`config.mk`:
```
export PLATFORM = sky130hd
export DESIGN_NAME = mem_arbiter
export DESIGN_NICKNAME = d
export VERILOG_FILES = /design/src/rtl/mem_arb_pkg.sv /design/src/rtl/rr_arbiter2.sv /design/src/rtl/mem_arbiter.sv
export SDC_FILE = /design/constraint.sdc
export NUM_CORES = 1
export LEC_CHECK = 0
export ABC_AREA = 1
export ABC_CLOCK_PERIOD_IN_PS = 2200
export CAP_MARGIN = 5
export CELL_PAD_IN_SITES_DETAIL_PLACEMENT = 2
export CELL_PAD_IN_SITES_GLOBAL_PLACEMENT = 2
export CORE_MARGIN = 4
export CORE_UTILIZATION = 10
export CTS_BUF_LIST = sky130_fd_sc_hd__clkbuf_4
export CTS_CLUSTER_DIAMETER = 150
export DETAILED_ROUTE_END_ITERATION = 16
export MAX_ROUTING_LAYER = met4
export PLACE_DENSITY_LB_ADDON = 0.1
export SYNTH_ARGS = -nofsm -noshare
export SYNTH_HDL_FRONTEND = slang
export SYNTH_SLANG_ARGS = --single-unit
```
`constraint.sdc`:
```
create_clock -name clk -period 2.2 [get_ports clk]
set_clock_uncertainty 0.15 [all_clocks]
set_input_delay 0.44 -clock clk [delete_from_list [all_inputs] [get_ports clk]]
set_output_delay 0.44 -clock clk [all_outputs]
set_load 0.01 [all_outputs]
```
`src/rtl/mem_arb_pkg.sv`:
```
`default_nettype none
// ============================================================================
// Module   : mem_arb_pkg
// Purpose  : Shared types and constants for the two-master memory arbiter.
// Revision : 1.0 - initial release
// ============================================================================
package mem_arb_pkg;

  localparam int NUM_MASTERS = 2;

  typedef enum logic [0:0] {
    IDLE    = 1'b0,
    RD_WAIT = 1'b1
  } arb_state_t;

  typedef logic master_id_t;

endpackage
`default_nettype wire

```
`src/rtl/rr_arbiter2.sv`:
```
`default_nettype none
// ============================================================================
// Module   : rr_arbiter2
// Purpose  : Combinational two-way round-robin picker. On a tie the master
//            that did not win last time is chosen.
// Revision : 1.0 - initial release
// ============================================================================
module rr_arbiter2
  import mem_arb_pkg::*;
(
  input  logic [NUM_MASTERS-1:0] req,
  input  master_id_t             last_gnt,
  output logic [NUM_MASTERS-1:0] gnt
);

  // One-hot winner: a lone requester wins, a tie goes against last_gnt
  always_comb begin
    gnt = '0;
    case (req)
      2'b01:   gnt = 2'b01;
      2'b10:   gnt = 2'b10;
      2'b11:   gnt = (last_gnt == 1'b1) ? 2'b01 : 2'b10;
      default: gnt = '0;
    endcase
  end

endmodule
`default_nettype wire

```
`src/rtl/mem_arbiter.sv`:
```
`default_nettype none
// ============================================================================
// Module   : mem_arbiter
// Purpose  : Shares one single-port data RAM between the core data port
//            (master 0) and the loader/debug port (master 1). Writes complete
//            at their grant; reads wait RD_LATENCY cycles for mem_rdata and
//            return it to the master that issued them.
// Revision : 1.0 - initial release
// ============================================================================
module mem_arbiter
  import mem_arb_pkg::*;
#(
  parameter int RD_LATENCY = 1
) (
  input  logic        clk,
  input  logic        rst,        // active-low, asynchronous assert
  input  logic        m0_req,
  input  logic        m0_we,
  input  logic [31:0] m0_addr,
  input  logic [31:0] m0_wdata,
  input  logic [3:0]  m0_be,
  output logic        m0_gnt,
  output logic        m0_rvalid,
  output logic [31:0] m0_rdata,
  input  logic        m1_req,
  input  logic        m1_we,
  input  logic [31:0] m1_addr,
  input  logic [31:0] m1_wdata,
  input  logic [3:0]  m1_be,
  output logic        m1_gnt,
  output logic        m1_rvalid,
  output logic [31:0] m1_rdata,
  output logic        mem_en,
  output logic        mem_we,
  output logic [31:0] mem_addr,
  output logic [31:0] mem_wdata,
  output logic [3:0]  mem_be,
  input  logic [31:0] mem_rdata
);

  localparam int              LAT_W    = (RD_LATENCY > 1) ? $clog2(RD_LATENCY) : 1;
  localparam logic [LAT_W-1:0] LAT_INIT = LAT_W'(RD_LATENCY - 1);

  arb_state_t              state;
  arb_state_t              state_nxt;
  master_id_t              last_gnt;
  master_id_t              rd_owner;
  master_id_t              winner;
  logic [LAT_W-1:0]        lat_cnt;
  logic [NUM_MASTERS-1:0]  req_vec;
  logic [NUM_MASTERS-1:0]  pick;
  logic                    grant_any;
  logic                    grant_read;

  // Requests are masked while reset is held so no grant escapes during reset
  assign req_vec = {m1_req, m0_req} & {NUM_MASTERS{rst}};
  assign winner  = pick[1];

  rr_arbiter2 u_rr (
    .req      (req_vec),
    .last_gnt (last_gnt),
    .gnt      (pick)
  );

  // Next-state and output decode; everything idles at zero unless driven
  always_comb begin
    state_nxt  = state;
    grant_any  = 1'b0;
    grant_read = 1'b0;
    m0_gnt     = 1'b0;
    m1_gnt     = 1'b0;
    m0_rvalid  = 1'b0;
    m1_rvalid  = 1'b0;
    m0_rdata   = '0;
    m1_rdata   = '0;
    mem_en     = 1'b0;
    mem_we     = 1'b0;
    mem_addr   = '0;
    mem_wdata  = '0;
    mem_be     = '0;
    case (state)
      IDLE: begin
        if (|pick) begin
          grant_any = 1'b1;
          mem_en    = 1'b1;
          if (winner == 1'b0) begin
            m0_gnt    = 1'b1;
            mem_we    = m0_we;
            mem_addr  = m0_addr;
            mem_wdata = m0_wdata;
            mem_be    = m0_be;
          end else begin
            m1_gnt    = 1'b1;
            mem_we    = m1_we;
            mem_addr  = m1_addr;
            mem_wdata = m1_wdata;
            mem_be    = m1_be;
          end
          grant_read = ~mem_we;
          if (grant_read) state_nxt = RD_WAIT;
        end
      end
      RD_WAIT: begin
        if (lat_cnt == '0) begin
          if (rd_owner == 1'b0) begin
            m0_rvalid = 1'b1;
            m0_rdata  = mem_rdata;
          end else begin
            m1_rvalid = 1'b1;
            m1_rdata  = mem_rdata;
          end
          state_nxt = IDLE;
        end
      end
      default: state_nxt = IDLE;
    endcase
  end

  // State register; reset abandons any read in flight
  always_ff @(posedge clk or negedge rst) begin
    if (!rst) state <= IDLE;
    else      state <= state_nxt;
  end

  // Fairness history, read owner and read latency countdown
  always_ff @(posedge clk or negedge rst) begin
    if (!rst) begin
      last_gnt <= 1'b1;
      lat_cnt  <= '0;
      rd_owner <= 1'b0;
    end else begin
      if (grant_any) last_gnt <= winner;
      if (grant_read) begin
        lat_cnt  <= LAT_INIT;
        rd_owner <= winner;
      end else if (state == RD_WAIT && lat_cnt != '0) begin
        lat_cnt <= lat_cnt - LAT_W'(1);
      end
    end
  end

endmodule
`default_nettype wire

```
==> results of run 1 <==
## sequential cells by signal, indices dropped and copies added (netlist names)
| register | count |
|---|---|
| last_gnt | 1 |
| rd_owner | 1 |
| state | 1 |
| lat_cnt | 1 |
## critical path, stage by stage (launching register included)
cell and delay [ns]:
dfstp_2 0.54, clkinv_4 0.07, o21ai_4 0.19, buf_12 0.16, buf_16 0.11, buf_8 0.12, buf_6 0.10, nor2_2 0.03
nor2_1 0.11, buf_2 0.15
## metrics by stage
stage	cell area (um2)	TNS, ns	hold slack (ns)	power (mW)	utilization
3_3_place_gp	5180	-54.70	0.386	1.38	0.329
3_5_place_dp	5180	-58.67	0.414	1.40	0.329
6_report	6300	-8.70	0.477	1.83	0.400
2_1_floorplan	1600	0	-0.00559	0.495	-
5_1_grt	6300	-17.18	0.510	1.96	0.400
4_1_cts	5720	-8.64	0.469	1.64	0.363
## cell families after synthesis
group	count (synthesis)
simple gates	220
compound gates	71
buf+inv	67
flops	4
## per-layer routing
metal,routed length [um],GRT usage
met4,255,0.0221
met2,10500,0.372
met3,1400,0.0514
met1,6630,0.196
met5,0,-
## how the worst max path moves through the flow
stage / end
after global routing: mem_addr[2]
after CTS: mem_wdata[2]
after global placement: mem_wdata[13]
after detailed placement: mem_wdata[28]
after floorplan: mem_addr[10]
final: mem_addr[15]
## cell usage after synthesis, types with 2 or more instances
master / instances
dfrtp_1: 3
nor2_1: 204
buf_2: 10
buf_4: 2
clkbuf_1: 9
o21ai_1: 12
nand2_1: 10
inv_1: 36
clkbuf_2: 5
nand3_1: 3
inv_2: 3
o21ai_0: 56
## power by group through the flow
stage	clock, mW	combinational, mW	sequential, mW
floorplan	0	0.403	0.0922
global placement	0	1.29	0.0909
detailed placement	0	1.31	0.0922
CTS	0.122	1.42	0.0941
global route	0.129	1.73	0.0949
finish	0.120	1.61	0.0946
## cell type report
type                       count  area, um2
clock buffer                   4       30.0
timing repair buffer         401       3880
antenna                        1       2.50
inverter                      40        165
tap                          216        270
sequential                     4        103
multi-input combinational    291       1850
fill                        1827       9470
timing repair inverter         1       8.76
## what timing repair did
action,in CTS,in global routing
buffers inserted,28,22
hold buffers,1,0
gates resized for setup,473,289
endpoints found under the setup margin,138,119
pin swaps,59,43
gates cloned,13,3
hold endpoints to repair,3,0
==> flow_summary.ini, run 1 <==
[routing]
wirelength_um = 18800
dr.pass1.iters = 4
drc_errors = 0
drt-initial-drc-count = 52
ant_nets = 0
vias = 3926
post_drt_wl_per_cell_um = 19.6
viasPerCell = 4.10

[outcome]
status = complete, but fails checks
failed_checks = negative setup slack

[global_routing]
grt_pass1_wl_um = 26000
grt_max_degree = 24
grt_pass1_vias = 4382
grt_overflow = 0
antenna_found_initial = 0
grtUsageTotal = 0.191

[yosys]
synth_top_area_frac = 0.478
synth_xor_xnor_area_share = 0
yosys_register_bits = 4
yosysSeqAreaShare = 0.0632
synth_top_family_by_area = simple AND/OR/NAND/NOR gates
yosys.area.top_type = nor2_1
async_reset_ff_frac = 1.00
synth_ff_type = dfrtp_1
syn_avg_cell_area_um2 = 4.43
muxShareOfSynthArea = 0
synth_cells = 362
syn_area_um2 = 1600
yosysWarnings = 0
ys_top_cells_by_area = nor2_1, o21ai_0, inv_1
synth-compound-area-share = 0.230
synth_edf_count = 0
syn_nets = 536
yosysUniqueCellTypes = 21
synth_fa_ha_area_frac = 0
synthSimpleGateAreaFrac = 0.528

[power_and_ir_drop]
switching_share = 0.430
p_seq_frac = 0.052
p_comb_frac = 0.883
peakVddDrop_v = 0.0000916
power_switching_mw = 0.787
p_int_mw = 1.04
p_leak_nw = 2.96
power_density_nw_per_um2 = 290
pwr-share-clk = 0.065

[finish]
drive_gt1_frac = 0.483
final_common_cell = clkdlybuf4s50_1
final_cell_mix = clkdlybuf4s50_1, nor2_1, buf_2
fin_nets = 916
syn2layout_area_growth_pct = 293
final_cell_count_no_fill = 958

[cts]
root_buffer = clkbuf_4
cts_tree = yes
clock-sinks = 4
worstSkewPairLatency_ns = 0.24
numCtsBuffers = 3
htree_levels = 1
clk_pin_slew_ns = 0.05
clock_path_buffers = 2

[run]
cap_violations = 0

[floorplanning]
ios = 312
die-area_um2 = 18100
chipHeight_um = 135
die_w_um = 135
core-area_um2 = 15800
rows = 46
initial_core_util = 0.102

[setup_path]
cp.arrival_ns = 1.82
setup.worst_path.start = last_gnt
crit-reg2reg-launch = last_gnt
cp-end-kind = output pin
reg2reg_slack_ns = 0.19
cp-start-kind = flop
required_ns = 1.61
worstSetupPathType = reg2out
reg2reg_depth = 11
r2r-end = lat_cnt
critPathMaxFanout = 6

[worst_hold_path]
worstHoldPathType = reg2reg
hp-start = lat_cnt
hold_end = state
min_path_cells = 2

[placement]
place_ws_ns = -0.867
dp_cells = 893
io_buffers = 311
hpwl_um = 13100
gp_congestion = 0.738

[sta]
rsz0062_at_grt = true
timing.final.ws_setup_ns = -0.214
slew_violations = 0
hold_violations = 0
setup_viol = 88
fin_crit_ns = 2.41
fmax_mhz = 414
relSlewSlack = 0.822
period_share = 1.10
worst_pin_slew_ns = 0.266
Note: power is estimated with default switching activity, not from simulation.
==> run 2, diff against run 1 <==
--- a/config.mk
+++ b/config.mk
@@ -5,7 +5,7 @@
 export SDC_FILE = /design/constraint.sdc
 export NUM_CORES = 1
 export LEC_CHECK = 0
-export ABC_AREA = 1
+export ABC_AREA = 0
 export ABC_CLOCK_PERIOD_IN_PS = 2200
 export CAP_MARGIN = 5
 export CELL_PAD_IN_SITES_DETAIL_PLACEMENT = 2
==> flow_summary.ini, run 2 <==
[sta]
period_share = 1.07
fin_crit_ns = 2.36
fmax_mhz = 423
timing.final.ws_setup_ns = -0.163
setup_tns_ns = -8.60
worst_pin_slew_ns = 0.303
slew_violations = 0
relSlewSlack = 0.797
holdWs_ns = 0.329
rsz0062_at_grt = true
hold_violations = 0
setup_viol = 70

[finish]
drive_gt1_frac = 0.485
fin_nets = 789
design_area_um2 = 5970
final_cell_mix = clkdlybuf4s50_1, buf_2, nor2_1
final_cell_count_no_fill = 796
final_common_cell = clkdlybuf4s50_1
final_util = 0.426
syn2layout_area_growth_pct = 314

[worst_hold_path]
worstHoldPathType = in2async

[routing]
viasPerCell = 4.41
ant_nets = 0
drt-initial-drc-count = 74
dr.pass1.iters = 4
vias = 3512
post_drt_wl_per_cell_um = 23.5
wirelength_um = 18700
drc_errors = 0

[global_routing]
grt_pass1_vias = 4043
grt_max_degree = 35
grtUsageTotal = 0.218
grt_pass1_wl_um = 26200
antenna_found_initial = 2
grt_overflow = 0

[floorplanning]
ios = 312
chipHeight_um = 128
rows = 43
core-area_um2 = 14000
die_w_um = 128
initial_core_util = 0.103
die-area_um2 = 16400

[outcome]
status = complete, but fails checks
failed_checks = negative setup slack

[yosys]
syn_area_um2 = 1440
synth_edf_count = 0
synth_cells = 254
synth_ff_type = dfrtp_1
yosysUniqueCellTypes = 15
synth_top_area_frac = 0.299
ys_top_cells_by_area = o22ai_1, and2_1, nor2_1
syn_avg_cell_area_um2 = 5.68
async_reset_ff_frac = 1.00
yosysWarnings = 0
yosys_register_bits = 4
post-synth-top-count-cell = nor2_1
syn_nets = 428
yosys.area.top_type = o22ai_1
yosysSeqAreaShare = 0.0703
synth_common_cells = nor2_1, o22ai_1, and2_1, buf_2, clkbuf_1

[run]
cap_violations = 0

[power_and_ir_drop]
switching_share = 0.408
pwr-share-clk = 0.064
peakVddDrop_v = 0.0000949
power_mw = 1.82
p_comb_frac = 0.880
p_leak_nw = 2.64
p_int_mw = 1.08
power_density_nw_per_um2 = 304
power_switching_mw = 0.740
p_seq_frac = 0.056

[placement]
place_area_um2 = 4930
io_buffers = 311
gp_congestion = 0.807
place_ws_ns = -0.686
hpwl_um = 12100
dp_cells = 738

[cts]
clock_path_buffers = 2
root_buffer = clkbuf_4
clock-sinks = 4
numCtsBuffers = 3
cts_tree = yes
hold_buffers = 0
worstSkewPairLatency_ns = 0.25
htree_levels = 1
clk_pin_slew_ns = 0.04

[setup_path]
critPathMaxFanout = 5
cp.arrival_ns = 1.77
cp-start-kind = flop
cp-end-kind = output pin
reg2reg_slack_ns = 0.51
worstSetupPathType = reg2out
required_ns = 1.61
==> run 2: changes by cell type after synthesis, sizes merged, moves of 4 or more <==
cell | before | now
and2 | 0 | 65
inv | 39 | 4
nand2 | 12 | 2
o21ai | 69 | 0
nor2 | 204 | 73
clkbuf | 14 | 10
o22ai | 0 | 69
buf | 13 | 17
==> run 2: timing repair <==
action	CTS	global route
cloned	20	1
endpoints found under the setup margin	138	136
pin swaps	38	32
hold endpoints to repair	0	0
resized for setup	530	127
setup buffers	30	5
==> run 2: area by class of cell <==
class                      count  area, um2
inverter                       4       15.0
timing repair buffer         383       3660
fill                        1565       8020
sequential                     4        104
tap                          180        225
multi-input combinational    219       1920
antenna                        2       5.00
clock buffer                   4       30.0
==> run 2: power groups by stage <==
stage	registers, mW	logic, mW	clock network (mW)
after floorplan	0.0954	0.379	0
after global placement	0.0995	1.20	0
after detailed placement	0.101	1.22	0
after CTS	0.101	1.52	0.124
after global routing	0.104	1.69	0.131
final	0.102	1.60	0.116
==> run 2: path summary, 6_finish.rpt <==
kind / endpoint / cells past startpoint / from
setup / recovery: mem_addr[11] / 8 / last_gnt
hold / removal: lat_cnt / 4 / rst
setup reg to reg: rd_owner / 8 / last_gnt
hold reg to reg: state / 2 / lat_cnt
max in group asynchronous: last_gnt / 4 / rst
min in group clk: state / 2 / lat_cnt
==> run 2: logic make-up (layout without fill, tap and decap cells) <==
kind of cell	after synthesis	after routing	synth area share
AND/OR/NAND/NOR	143	143	0.494
AO/OA/AOI/OAI	75	75	0.333
buffers and inverters	31	391	0.0954
flip-flops	4	4	0.0703
multiplexers	1	1	0.00694
other	0	2	0
==> run 2: worst max-delay path: stages, from the launching register on <==
cell and delay (ns):
dfstp_2 0.56, buf_6 0.12, o211ai_4 0.08, buf_6 0.14, buf_12 0.14, buf_16 0.14, o22ai_2 0.14, nor2_1 0.07
buf_2 0.14
==> run 2: metal layers <==
layer | global-route usage | vias up | share of wire
met4 | 0.0393 | 0 | 0.011
li1 | - | 1622 | -
met5 | - | - | 0
met2 | 0.419 | 166 | 0.56
met1 | 0.226 | 1712 | 0.36
met3 | 0.0533 | 12 | 0.075
==> run 3, diff against run 2 <==
--- a/config.mk
+++ b/config.mk
@@ -10,7 +10,7 @@
 export CAP_MARGIN = 5
 export CELL_PAD_IN_SITES_DETAIL_PLACEMENT = 2
 export CELL_PAD_IN_SITES_GLOBAL_PLACEMENT = 2
-export CORE_MARGIN = 4
+export CORE_MARGIN = 10
 export CORE_UTILIZATION = 10
 export CTS_BUF_LIST = sky130_fd_sc_hd__clkbuf_4
 export CTS_CLUSTER_DIAMETER = 150
==> flow_summary.ini, run 3 (synthesis results as in run 2) <==
[setup_path]
cp-end-kind = output pin
critPathMaxFanout = 8
crit-reg2reg-launch = last_gnt
reg2reg_slack_ns = 0.45
reg2reg_depth = 8
r2r-end = rd_owner
cp-start-kind = flop
worstSetupPathType = reg2out
cp.arrival_ns = 1.88
required_ns = 1.61

[routing]
dr.pass1.iters = 4
wirelength_um = 21600
vias = 3607
drc_errors = 0
ant_nets = 0
post_drt_wl_per_cell_um = 26.6
drt-initial-drc-count = 81
viasPerCell = 4.45

[cts]
root_buffer = clkbuf_4
numCtsBuffers = 3
clock_path_buffers = 2
clock-sinks = 4
worstSkewPairLatency_ns = 0.24
htree_levels = 1
clk_pin_slew_ns = 0.04
hold_buffers = 0
cts_tree = yes

[outcome]
failed_checks = negative setup slack
status = complete, but fails checks

[finish]
syn2layout_area_growth_pct = 329
drive_gt1_frac = 0.545
fin_nets = 806
design_area_um2 = 6190
final_common_cell = clkdlybuf4s50_1
antenna_cells = 0
final_cell_mix = clkdlybuf4s50_1, buf_2, nor2_1

[run]
cap_violations = 0

[global_routing]
grtUsageTotal = 0.193
grt_pass1_vias = 3937
grt_pass1_wl_um = 28200
antenna_found_initial = 0
grt_max_degree = 30
grt_overflow = 0

[worst_hold_path]
worstHoldPathType = in2async

[sta]
relSlewSlack = 0.799
worst_pin_slew_ns = 0.301
fin_crit_ns = 2.47
slew_violations = 0
holdWs_ns = 0.190
timing.final.ws_setup_ns = -0.270
setup_tns_ns = -10.83
rsz0062_at_grt = true
hold_violations = 0
fmax_mhz = 405
setup_viol = 97
period_share = 1.12

[floorplanning]
ios = 312
chipHeight_um = 140
die_w_um = 140
core-area_um2 = 14000
initial_core_util = 0.103
die-area_um2 = 19600
rows = 43

[placement]
hpwl_um = 14900
gp_congestion = 0.824
io_buffers = 311
place_area_um2 = 4960

[power_and_ir_drop]
power_mw = 1.88
peakVddDrop_v = 0.000110
power_density_nw_per_um2 = 304
p_leak_nw = 2.74
==> run 3: changes by cell type in the layout (fill, tap and decap cells not counted), moves of 3 or more <==
cell and change:
clkbuf_16 +4, clkbuf_2 -22, buf_2 -5, nor2_1 -10
dlygate4sd2_1 -3, buf_8 +4, buf_16 -12, and2_1 -19
nor2_2 +11, buf_4 +18, and2_4 +19, buf_6 +31
==> run 3: worst max-delay path by stage <==
| stage | start | cells past startpoint | slack (ns) | end |
|---|---|---|---|---|
| finish | last_gnt | 9 | -0.27 | mem_be[0] |
| global route | last_gnt | 9 | -0.34 | mem_wdata[26] |
| CTS | last_gnt | 9 | -0.23 | mem_addr[28] |
| global placement | m1_req | 7 | -0.73 | mem_addr[6] |
| floorplan | last_gnt | 5 | 0.40 | mem_addr[10] |
| detailed placement | m1_req | 7 | -0.77 | mem_addr[6] |
==> run 3: per-stage QoR <==
stage	instances	util	worst slack, ns
CTS	786	0.412	-0.228
detailed placement	744	0.355	-0.772
floorplan	254	-	0.397
finish	811	0.443	-0.270
global route	811	0.443	-0.338
global placement	744	0.355	-0.731
==> run 3: layout make-up <==
| type | count | area, um2 |
|---|---|---|
| Fill cell | 1526 | 7790 |
| Timing Repair Buffer | 400 | 3840 |
| Multi-Input combinational cell | 219 | 1980 |
| Tap cell | 180 | 225 |
| Sequential cell | 4 | 103 |
| Clock buffer | 4 | 30.0 |
| Inverter | 4 | 15.0 |
==> run 3: where the power goes <==
group	internal [mW]	total (mW)	switching (mW)
Combinational	0.945	1.67	0.728
Clock	0.0805	0.112	0.0319
Sequential	0.0871	0.0964	0.00921
==> run 3: what timing repair did <==
| action | in CTS | in global routing |
|---|---|---|
| gates resized for setup | 570 | 207 |
| pin swaps | 12 | 49 |
| endpoints found under the setup margin | 138 | 130 |
| buffers inserted | 29 | 25 |
| cloned | 9 | 8 |
==> run 3: per-layer routing <==
metal	track usage	share of wire	vias up	routed length, um
met5	-	0	-	0
met4	0.0141	0.0063	0	135
met3	0.0439	0.064	12	1390
met2	0.379	0.57	165	12300
met1	0.196	0.36	1778	7730
li1	-	-	1652	-
==> run 3: critical path: stages (launching register included) <==
cell      delay, ns
dfstp_2        0.56
buf_6          0.11
o211ai_4       0.09
buf_6          0.13
buf_8          0.13
buf_12         0.14
buf_6          0.11
o22ai_2        0.13
nor2_1         0.08
buf_2          0.15
